File: config.mk
export PLATFORM = sky130hd
export DESIGN_NAME = branch_resolve_unit
export DESIGN_NICKNAME = d
export VERILOG_FILES = /design/src/rtl/mips_pkg.sv /design/src/rtl/branch_hazard_detect.sv /design/src/rtl/branch_resolve_unit.sv
export SDC_FILE = /design/constraint.sdc
export NUM_CORES = 1
export LEC_CHECK = 0
export BUFFER_PORTS_ARGS = -buffer_cell sky130_fd_sc_hd__buf_2
export CAP_MARGIN = 20
export CORE_ASPECT_RATIO = 0.8
export CORE_MARGIN = 1.5
export CORE_UTILIZATION = 37
export CTS_CLUSTER_SIZE = 24
export DETAILED_ROUTE_END_ITERATION = 8
export PLACE_DENSITY = 0.64
export SYNTH_ARGS = -nofsm -noshare
export SYNTH_HDL_FRONTEND = slang
export SYNTH_SLANG_ARGS = --single-unit
File: constraint.sdc
create_clock -name clk -period 4.59 [get_ports clk]
set_input_delay 0.2295 -clock clk [delete_from_list [all_inputs] [get_ports clk]]
set_output_delay 0.2295 -clock clk [all_outputs]
set_load 0.005 [all_outputs]
File: src/rtl/mips_pkg.sv
// Shared definitions for the MIPS pipeline control blocks.
package mips_pkg;

  // Comparator operand source selects
  localparam logic [1:0] FWD_RF    = 2'b00;  // register file read value
  localparam logic [1:0] FWD_EXMEM = 2'b01;  // ALU result held in EX/MEM

  // Branch controller states
  typedef enum logic {
    IDLE  = 1'b0,
    STALL = 1'b1
  } brState_t;

endpackage

File: src/rtl/branch_hazard_detect.sv
// Combinational hazard check for the ID-stage branch operands: how many
// stall cycles are needed and which comparator inputs take the EX/MEM value.
module branch_hazard_detect
  import mips_pkg::*;
#(
  parameter int REG_ADDR_W = 5
) (
  input  logic [REG_ADDR_W-1:0] idRs,
  input  logic [REG_ADDR_W-1:0] idRt,
  input  logic                  exRegWrite,
  input  logic                  exMemRead,
  input  logic [REG_ADDR_W-1:0] exRd,
  input  logic                  memRegWrite,
  input  logic                  memMemRead,
  input  logic [REG_ADDR_W-1:0] memRd,
  output logic [1:0]            need,
  output logic [1:0]            fwdASel,
  output logic [1:0]            fwdBSel
);

  logic exHit;
  logic memHit;
  logic memAluToRs;
  logic memAluToRt;

  // Producer matches; register 0 is hard-wired and never a dependency
  always_comb begin
    exHit      = exRegWrite && (exRd != '0) && ((exRd == idRs) || (exRd == idRt));
    memHit     = memRegWrite && (memRd != '0) && ((memRd == idRs) || (memRd == idRt));
    memAluToRs = memRegWrite && !memMemRead && (memRd != '0) && (memRd == idRs);
    memAluToRt = memRegWrite && !memMemRead && (memRd != '0) && (memRd == idRt);
  end

  // Stall requirement (largest wins) and forwarding selects. A result in EX
  // is not yet in EX/MEM and a load in MEM has no data yet, so both stall;
  // only a MEM-stage ALU result can be forwarded to the comparator.
  always_comb begin
    need = 2'd0;
    if (exHit && exMemRead) begin
      need = 2'd2;
    end else if (exHit || (memHit && memMemRead)) begin
      need = 2'd1;
    end
    fwdASel = memAluToRs ? FWD_EXMEM : FWD_RF;
    fwdBSel = memAluToRt ? FWD_EXMEM : FWD_RF;
  end

endmodule

File: src/rtl/branch_resolve_unit.sv
// ID-stage branch controller: stalls on operand hazards, resolves beq/bne
// into pc_src / flush_ifid, and counts resolved and taken branches.
module branch_resolve_unit
  import mips_pkg::*;
#(
  parameter int REG_ADDR_W = 5,
  parameter int CNT_W      = 16
) (
  input  logic                  clk,
  input  logic                  rst_n,
  input  logic                  id_valid,
  input  logic                  id_is_beq,
  input  logic                  id_is_bne,
  input  logic [REG_ADDR_W-1:0] id_rs,
  input  logic [REG_ADDR_W-1:0] id_rt,
  input  logic                  ex_reg_write,
  input  logic                  ex_mem_read,
  input  logic [REG_ADDR_W-1:0] ex_rd,
  input  logic                  mem_reg_write,
  input  logic                  mem_mem_read,
  input  logic [REG_ADDR_W-1:0] mem_rd,
  input  logic                  if_equal,
  output logic [1:0]            fwd_a_sel,
  output logic [1:0]            fwd_b_sel,
  output logic                  stall,
  output logic                  flush_ifid,
  output logic                  pc_src,
  output logic [CNT_W-1:0]      branch_cnt,
  output logic [CNT_W-1:0]      taken_cnt
);

  brState_t   stateReg, stateNext;
  logic [1:0] stallCntReg, stallCntNext;
  logic [1:0] need;
  logic [1:0] fwdA, fwdB;
  logic       br;
  logic       taken;
  logic       resolve;
  logic       stallInt, flushInt, pcSrcInt;
  logic [CNT_W-1:0] branchCntReg, takenCntReg;

  branch_hazard_detect #(
    .REG_ADDR_W(REG_ADDR_W)
  ) hazardDetect (
    .idRs       (id_rs),
    .idRt       (id_rt),
    .exRegWrite (ex_reg_write),
    .exMemRead  (ex_mem_read),
    .exRd       (ex_rd),
    .memRegWrite(mem_reg_write),
    .memMemRead (mem_mem_read),
    .memRd      (mem_rd),
    .need       (need),
    .fwdASel    (fwdA),
    .fwdBSel    (fwdB)
  );

  // Branch decode; beq wins if both type bits are set
  always_comb begin
    br    = id_valid && (id_is_beq || id_is_bne);
    taken = id_is_beq ? if_equal : !if_equal;
  end

  // Next-state and output decode. A branch is resolved only from IDLE with
  // no outstanding hazard; otherwise the front end is held.
  always_comb begin
    stateNext    = stateReg;
    stallCntNext = stallCntReg;
    stallInt     = 1'b0;
    flushInt     = 1'b0;
    pcSrcInt     = 1'b0;
    resolve      = 1'b0;
    case (stateReg)
      IDLE: begin
        if (br) begin
          if (need == 2'd0) begin
            resolve  = 1'b1;
            pcSrcInt = taken;
            flushInt = taken;
          end else begin
            stallInt     = 1'b1;
            stallCntNext = need - 2'd1;
            if (need == 2'd2) begin
              stateNext = STALL;
            end
          end
        end
      end
      STALL: begin
        // The last remaining stall cycle hands back to IDLE so the branch is
        // re-checked on the very next cycle with no dead cycle in between.
        if (stallCntReg != 2'd0) begin
          stallInt     = 1'b1;
          stallCntNext = stallCntReg - 2'd1;
        end
        if (stallCntReg <= 2'd1) begin
          stateNext = IDLE;
        end
      end
      default: begin
        stateNext    = IDLE;
        stallCntNext = 2'd0;
      end
    endcase
  end

  // Control outputs are forced low while reset is held
  always_comb begin
    stall      = rst_n && stallInt;
    flush_ifid = rst_n && flushInt;
    pc_src     = rst_n && pcSrcInt;
    fwd_a_sel  = (rst_n && br) ? fwdA : FWD_RF;
    fwd_b_sel  = (rst_n && br) ? fwdB : FWD_RF;
    branch_cnt = branchCntReg;
    taken_cnt  = takenCntReg;
  end

  // FSM state and stall countdown
  always_ff @(posedge clk or negedge rst_n) begin
    if (!rst_n) begin
      stateReg    <= IDLE;
      stallCntReg <= 2'd0;
    end else begin
      stateReg    <= stateNext;
      stallCntReg <= stallCntNext;
    end
  end

  // Saturating statistics counters, updated on each resolution
  always_ff @(posedge clk or negedge rst_n) begin
    if (!rst_n) begin
      branchCntReg <= '0;
      takenCntReg  <= '0;
    end else if (resolve) begin
      if (branchCntReg != '1) begin
        branchCntReg <= branchCntReg + 1'b1;
      end
      if (taken && (takenCntReg != '1)) begin
        takenCntReg <= takenCntReg + 1'b1;
      end
    end
  end

endmodule

# Word level (Yosys, flattened, before mapping)
# Index checks and enable logic that the tools add are counted.
# word_totals
word_cells,74
input_bits,30
ff_bits,35
out_inout_bits,39
# op_classes
bitwise_logic,1
eq_ne,10
add_sub_neg,4
magnitude_cmp,1
muxes,26
reduce_logical,28
# op_table
op,count
$add 16x1->16 const B,2
$ne 16x16->1 const B,2
$eq 5x5->1,4
$mux 1,17
$logic_and 1x1->1,15
$mux 2,6
$reduce_bool 5->1,2
$logic_or 1x1->1,4
$ne 2x2->1 const B,2
$pmux 1 s2,2
$pmux 2 s2,1
$reduce_and 2->1,2
$sub 2x1->2 const B,2
$reduce_and 3->1,1
$eq 2x2->1 const B,1
$le 2x1->1 const B,1
$logic_not 1->1,2
$logic_not 2->1,1
$ne 2x1->1 const B,1
$reduce_bool 2->1,1
$not 1->1,1

# Logic depth before layout (Yosys ltp)
# depth
word_depth,12
depth_mapped,12
mapped_depth_nobuf,11

# Hierarchy
# Synthesis repeated with hierarchy kept, for this count alone.
# unflattened
hier_cells,212
area_unflattened_um2,2127.0
# by_module_without_submodules
module,area_per_inst_um2,seq_area_each_um2,cells_per_inst,instances
branch_resolve_unit,1804.2,875.8,168,1
branch_hazard_detect,322.8,0.0,44,1

# Least setup slack after synthesis
# OpenSTA, ideal clock, no wires.
# synth_timing
path_kind,input port to flip-flop
startpoint,in ex_rd[0]
endpoint,"reg takenCntReg[12], in the netlist taken_cnt[12]"
path_slack_ns,2.257
t_arrival_ns,2.209
path_stages,11
path_cell_list,or4_1 -> o21a_1 -> nand2b_1 -> nor2_1 -> nor2_1 -> ha_1 -> nand3b_1 -> a21o_4 -> nor4_4 -> nand3_2 -> xnor2_1
# synth_between
elab_chain_cells,11
elab_cells_between_ends,15
# synth_lines
item,line_no,text
start: declaration,branch_resolve_unit.sv:18,"input logic [REG_ADDR_W-1:0] ex_rd,"
$eq 5x5->1 / $reduce_bool 5->1 (equally long branches),branch_hazard_detect.sv:28,exHit = exRegWrite && (exRd != '0) && ((exRd == idRs) || (exRd == idRt));
$logic_or 1x1->1 / $logic_and 1x1->1 (equally long branches),branch_hazard_detect.sv:28,
$logic_and 1x1->1 *,branch_hazard_detect.sv:28,
$logic_or 1x1->1,branch_hazard_detect.sv:41,end else if (exHit || (memHit && memMemRead)) begin
$mux 1,branch_hazard_detect.sv:41,
$mux 2 *,branch_hazard_detect.sv:39,if (exHit && exMemRead) begin
$logic_not 2->1 *,branch_resolve_unit.sv:76,if (need == 2'd0) begin
$mux 1 *,branch_resolve_unit.sv:76,
$mux 1 *,branch_resolve_unit.sv:75,if (br) begin
$mux 1 *,branch_resolve_unit.sv:73,case (stateReg)
$reduce_and 2->1 (no line) *,--,
end signal: assignment,branch_resolve_unit.sv:139,takenCntReg <= takenCntReg + 1'b1;
end: declaration,branch_resolve_unit.sv:40,"logic [CNT_W-1:0] branchCntReg, takenCntReg;"
# Mark *: on every way between the ends. The rest lies on a longest branch, timed or not.
# A chain may end at the register's enable or synchronous reset.

# Worst setup path after layout
# layout_timing
startpoint,in ex_rd[0]
endpoint,out stall
# layout_between
elab_chain_cells,11
elab_cells_between_ends,15
# layout_lines
item,line_no,text
$eq 5x5->1 / $reduce_bool 5->1 (equally long branches),branch_hazard_detect.sv:28,
$logic_or 1x1->1 / $logic_and 1x1->1 (equally long branches),branch_hazard_detect.sv:28,
$logic_and 1x1->1 *,branch_hazard_detect.sv:28,
$logic_or 1x1->1,branch_hazard_detect.sv:41,
$mux 1,branch_hazard_detect.sv:41,
$mux 2 *,branch_hazard_detect.sv:39,
$logic_not 2->1 *,branch_resolve_unit.sv:76,
$mux 1 *,branch_resolve_unit.sv:76,
$mux 1 *,branch_resolve_unit.sv:75,
$pmux 1 s2 *,branch_resolve_unit.sv:73,
$logic_and 1x1->1 *,branch_resolve_unit.sv:109,stall = rst_n && stallInt;
end: declaration,branch_resolve_unit.sv:25,"output logic stall,"
# Marked as above.

==> results by group <==
Run status
  – Outcome: completed

Pwr
  – Pint: 585 uW
  – Leak pwr: between 0.001 and 0.0015 uW
  – Sequential Power Share: 50.3%
  – Post-layout power: approximately 900 uW
  – Logic pwr share: around a quarter
  – Clk pwr share: approximately a quarter
  – Sw Ratio: 33.6%
  – Peak VDD IR: 204 uV
  – Switching pwr: between 200 and 300 uW
  – Pwr Density: 344 nW/um^2

Drt
  – Iter 0 DRT Violations: 96
  – Routed wire length on met3: approximately 180 microns
  – Met2 wire length: 2.08 mm
  – Max layer used: met4
  – Pre-antenna DRT Iters: 4
  – Via density: 4.91
  – Final wirelength: 4.63 mm
  – WL met1: 2.35 mm
  – Drc violations: 0
  – Antenna Nets Post-Route: 0
  – Via count: 1700
  – Wire per inst: 13.4 microns

Synthesis
  – Seq/Total Area, Yosys: 42.3%
  – Post-synthesis cell type count: 42
  – Seq cells post-synth: 35
  – Synth Instances: 197
  – Area of the mapped netlist: 2070 sq um
  – Ys flop type: dfrtp_1
  – YS warnings: 0
  – Post-Synthesis Mean Instance Area: 10.5 sq um
  – Async SR Flop Fraction: 100%
  – EDFF count, synth: 0

Clocking
  – CTS resizes: 0
  – CTS hold repair buffers: 0
  – CTS buffer count: 5
  – Post-CTS Setup Bufs: 0
  – CTS Buffer Depth: 2
  – H-Tree Depth: 2
  – Clk sinks: 35
  – CTS Root Cell: clkbuf_8
  – CTS tree: done
  – Skew-Pair Late Insertion Delay: 280 ps
  – Reg clk slew, reported paths: 80 ps

Floorplan
  – Width of the die: 86.6 microns
  – Row Count: 24
  – Starting Density: 38.1%
  – Die H: between 60 and 70 microns
  – Die Area: between 6000 and 7000 sq um
  – Core box area: between 5000 and 6000 sq um
  – I/O Pins: 69

Place
  – Buffers on Ports: 66
  – GP Congestion: 0.934
  – Detailed Place HPWL: 3.66 mm
  – Worst slack at placement: 1950 ps

Worst setup path
  – Arr. time, crit path: 2340 ps
  – Crit Path Category: in -> out
  – Startpoint Class: input pin
  – Critical Path End Type: primary output
  – Critical Path RT: 4360 ps
  – CP Max Fanout: 4

Timing
  – Post-route setup TNS: 0 ps
  – Final min period: 2570 ps
  – Clk_skew: 8.11 ps
  – Period utilization: 55.9%
  – Slew Limit Fails: 0
  – Final setup vio count: 0
  – Worst-Margin Slew: 833 ps
  – Hold Vio Cnt, Final: 0
  – Unrepaired setup endpoints after global routing: no
  – Final setup margin: 2020 ps
  – Slew HR: between 40% and 50%
  – Maximum clock rate: 0.390 GHz

Min path
  – Min-delay worst type: in -> async

Global routing
  – Initial antenna violation count: 0
  – Pin count of the biggest net entering global routing: 37
  – First-pass GRT wire length: 7.87 mm
  – Vias in the first global route: 1690
  – GRT overflow: 0
  – GRT Util Overall: 16.5%

Final layout
  – Final core utilization: a little under half
  – Layout cells sized above 1: 30.6%
  – P&R area growth vs syn: 23.6%
  – N_diodes: 0
  – Fin nets: 302

Run
  – Number of max-cap violations: 0
-- power by group through the flow --
stage / logic (uW) / clock network [uW] / registers (uW)
3_5_place_dp: 229 / 0 / 447
5_1_grt: 254 / 237 / 454
2_1_floorplan: 124 / 0 / 439
4_1_cts: 228 / 222 / 443
3_3_place_gp: 221 / 0 / 446
6_report: 224 / 213 / 443
-- worst paths after layout --
| kind | start | to | slack, ps | depth (start not counted) |
|---|---|---|---|---|
| min in group clk | ex_mem_read | stateReg$_DFF_PN0_ | 260 | 3 |
| min | rst_n | taken_cnt[12]$_DFFE_PN0P_ | 40 | 1 |
| min reg2reg | taken_cnt[15]$_DFFE_PN0P_ | taken_cnt[15]$_DFFE_PN0P_ | 490 | 1 |
| max reg2reg | taken_cnt[0]$_DFFE_PN0P_ | taken_cnt[13]$_DFFE_PN0P_ | 2800 | 5 |
| max in group asynchronous | rst_n | taken_cnt[10]$_DFFE_PN0P_ | 4030 | 1 |
| max | ex_rd[0] | stall | 2020 | 10 |
-- cells in the mapped netlist (2+ instances only) --
| cell type | instances | area share [%] |
|---|---|---|
| xnor2_1 | 38 | 16 |
| inv_1 | 5 | 0.91 |
| and3_1 | 7 | 2.1 |
| nor2_1 | 9 | 1.6 |
| and4_1 | 4 | 1.7 |
| nand3b_1 | 2 | 0.73 |
| xor2_1 | 12 | 5.1 |
| nand4_1 | 11 | 3.3 |
| nand2_1 | 10 | 1.8 |
| o21ai_0 | 2 | 0.48 |
| nand3_1 | 17 | 4.1 |
| or4_1 | 3 | 1.1 |
| buf_4 | 3 | 1.1 |
| nor3_1 | 4 | 0.97 |
| o21ai_1 | 2 | 0.48 |
| mux2_1 | 2 | 1.1 |
| dfrtp_1 | 35 | 42 |
| a21oi_1 | 3 | 0.73 |
| ha_1 | 5 | 3.0 |
-- registers in the layout, summed over array words and instances (netlist names) --
signal / cells
stateReg: 1
stallCntReg: 2
taken_cnt: 16
branch_cnt: 16
-- cell usage in the layout, fill, tap and decap left out, types with 7 or more instances in the layout --
cell / netlist / routed
buf_2: 1 / 66
xnor2_1: 38 / 38
dfrtp_1: 35 / 35
nand3_1: 17 / 17
xor2_1: 12 / 12
nand4_1: 11 / 11
nand2_1: 10 / 10
nor2_1: 9 / 9
and3_1: 7 / 7
-- metrics by stage --
step                      instances  hold WS [ps]  cell area (sq um)
final                           346          44.3               2560
after global placement          338           364               2470
after detailed placement        338           367               2470
after CTS                       346          60.0               2560
after global routing            346           118               2560
after floorplan                 198         -66.1               2070
-- layer usage --
layer	global-route usage, %	vias up
met3	3.66	4
met4	4.30	0
li1	-	838
met5	0	-
met1	24.8	821
met2	23.8	37
-- critical path: stages --
cell,delay [ps]
buf_2,130
or4_1,520
o21a_1,210
a221oi_1,350
nor2_1,100
ha_1,210
nor3_1,240
a21oi_1,130
nor2_1,110
buf_2,120
-- area by class of cell --
type	count	area, sq um
Clock buffer	5	68.8
Clock inverter	3	15.0
Fill cell	535	2880
Inverter	6	22.5
Multi-Input combinational cell	153	1150
Sequential cell	35	876
Tap cell	78	97.6
Timing Repair Buffer	66	330
-- cell families after synthesis --
family | after synthesis | share of synthesized area (%)
buf+inv | 10 | 2.42
flops | 35 | 42.3
xor+xnor | 50 | 21.2
compound gates | 19 | 8.53
simple gates | 74 | 20.8
fa+ha+maj | 5 | 3.02
mux | 3 | 1.57
other cells | 1 | 0.181
No activity file was read; power rests on OpenSTA's default activity.
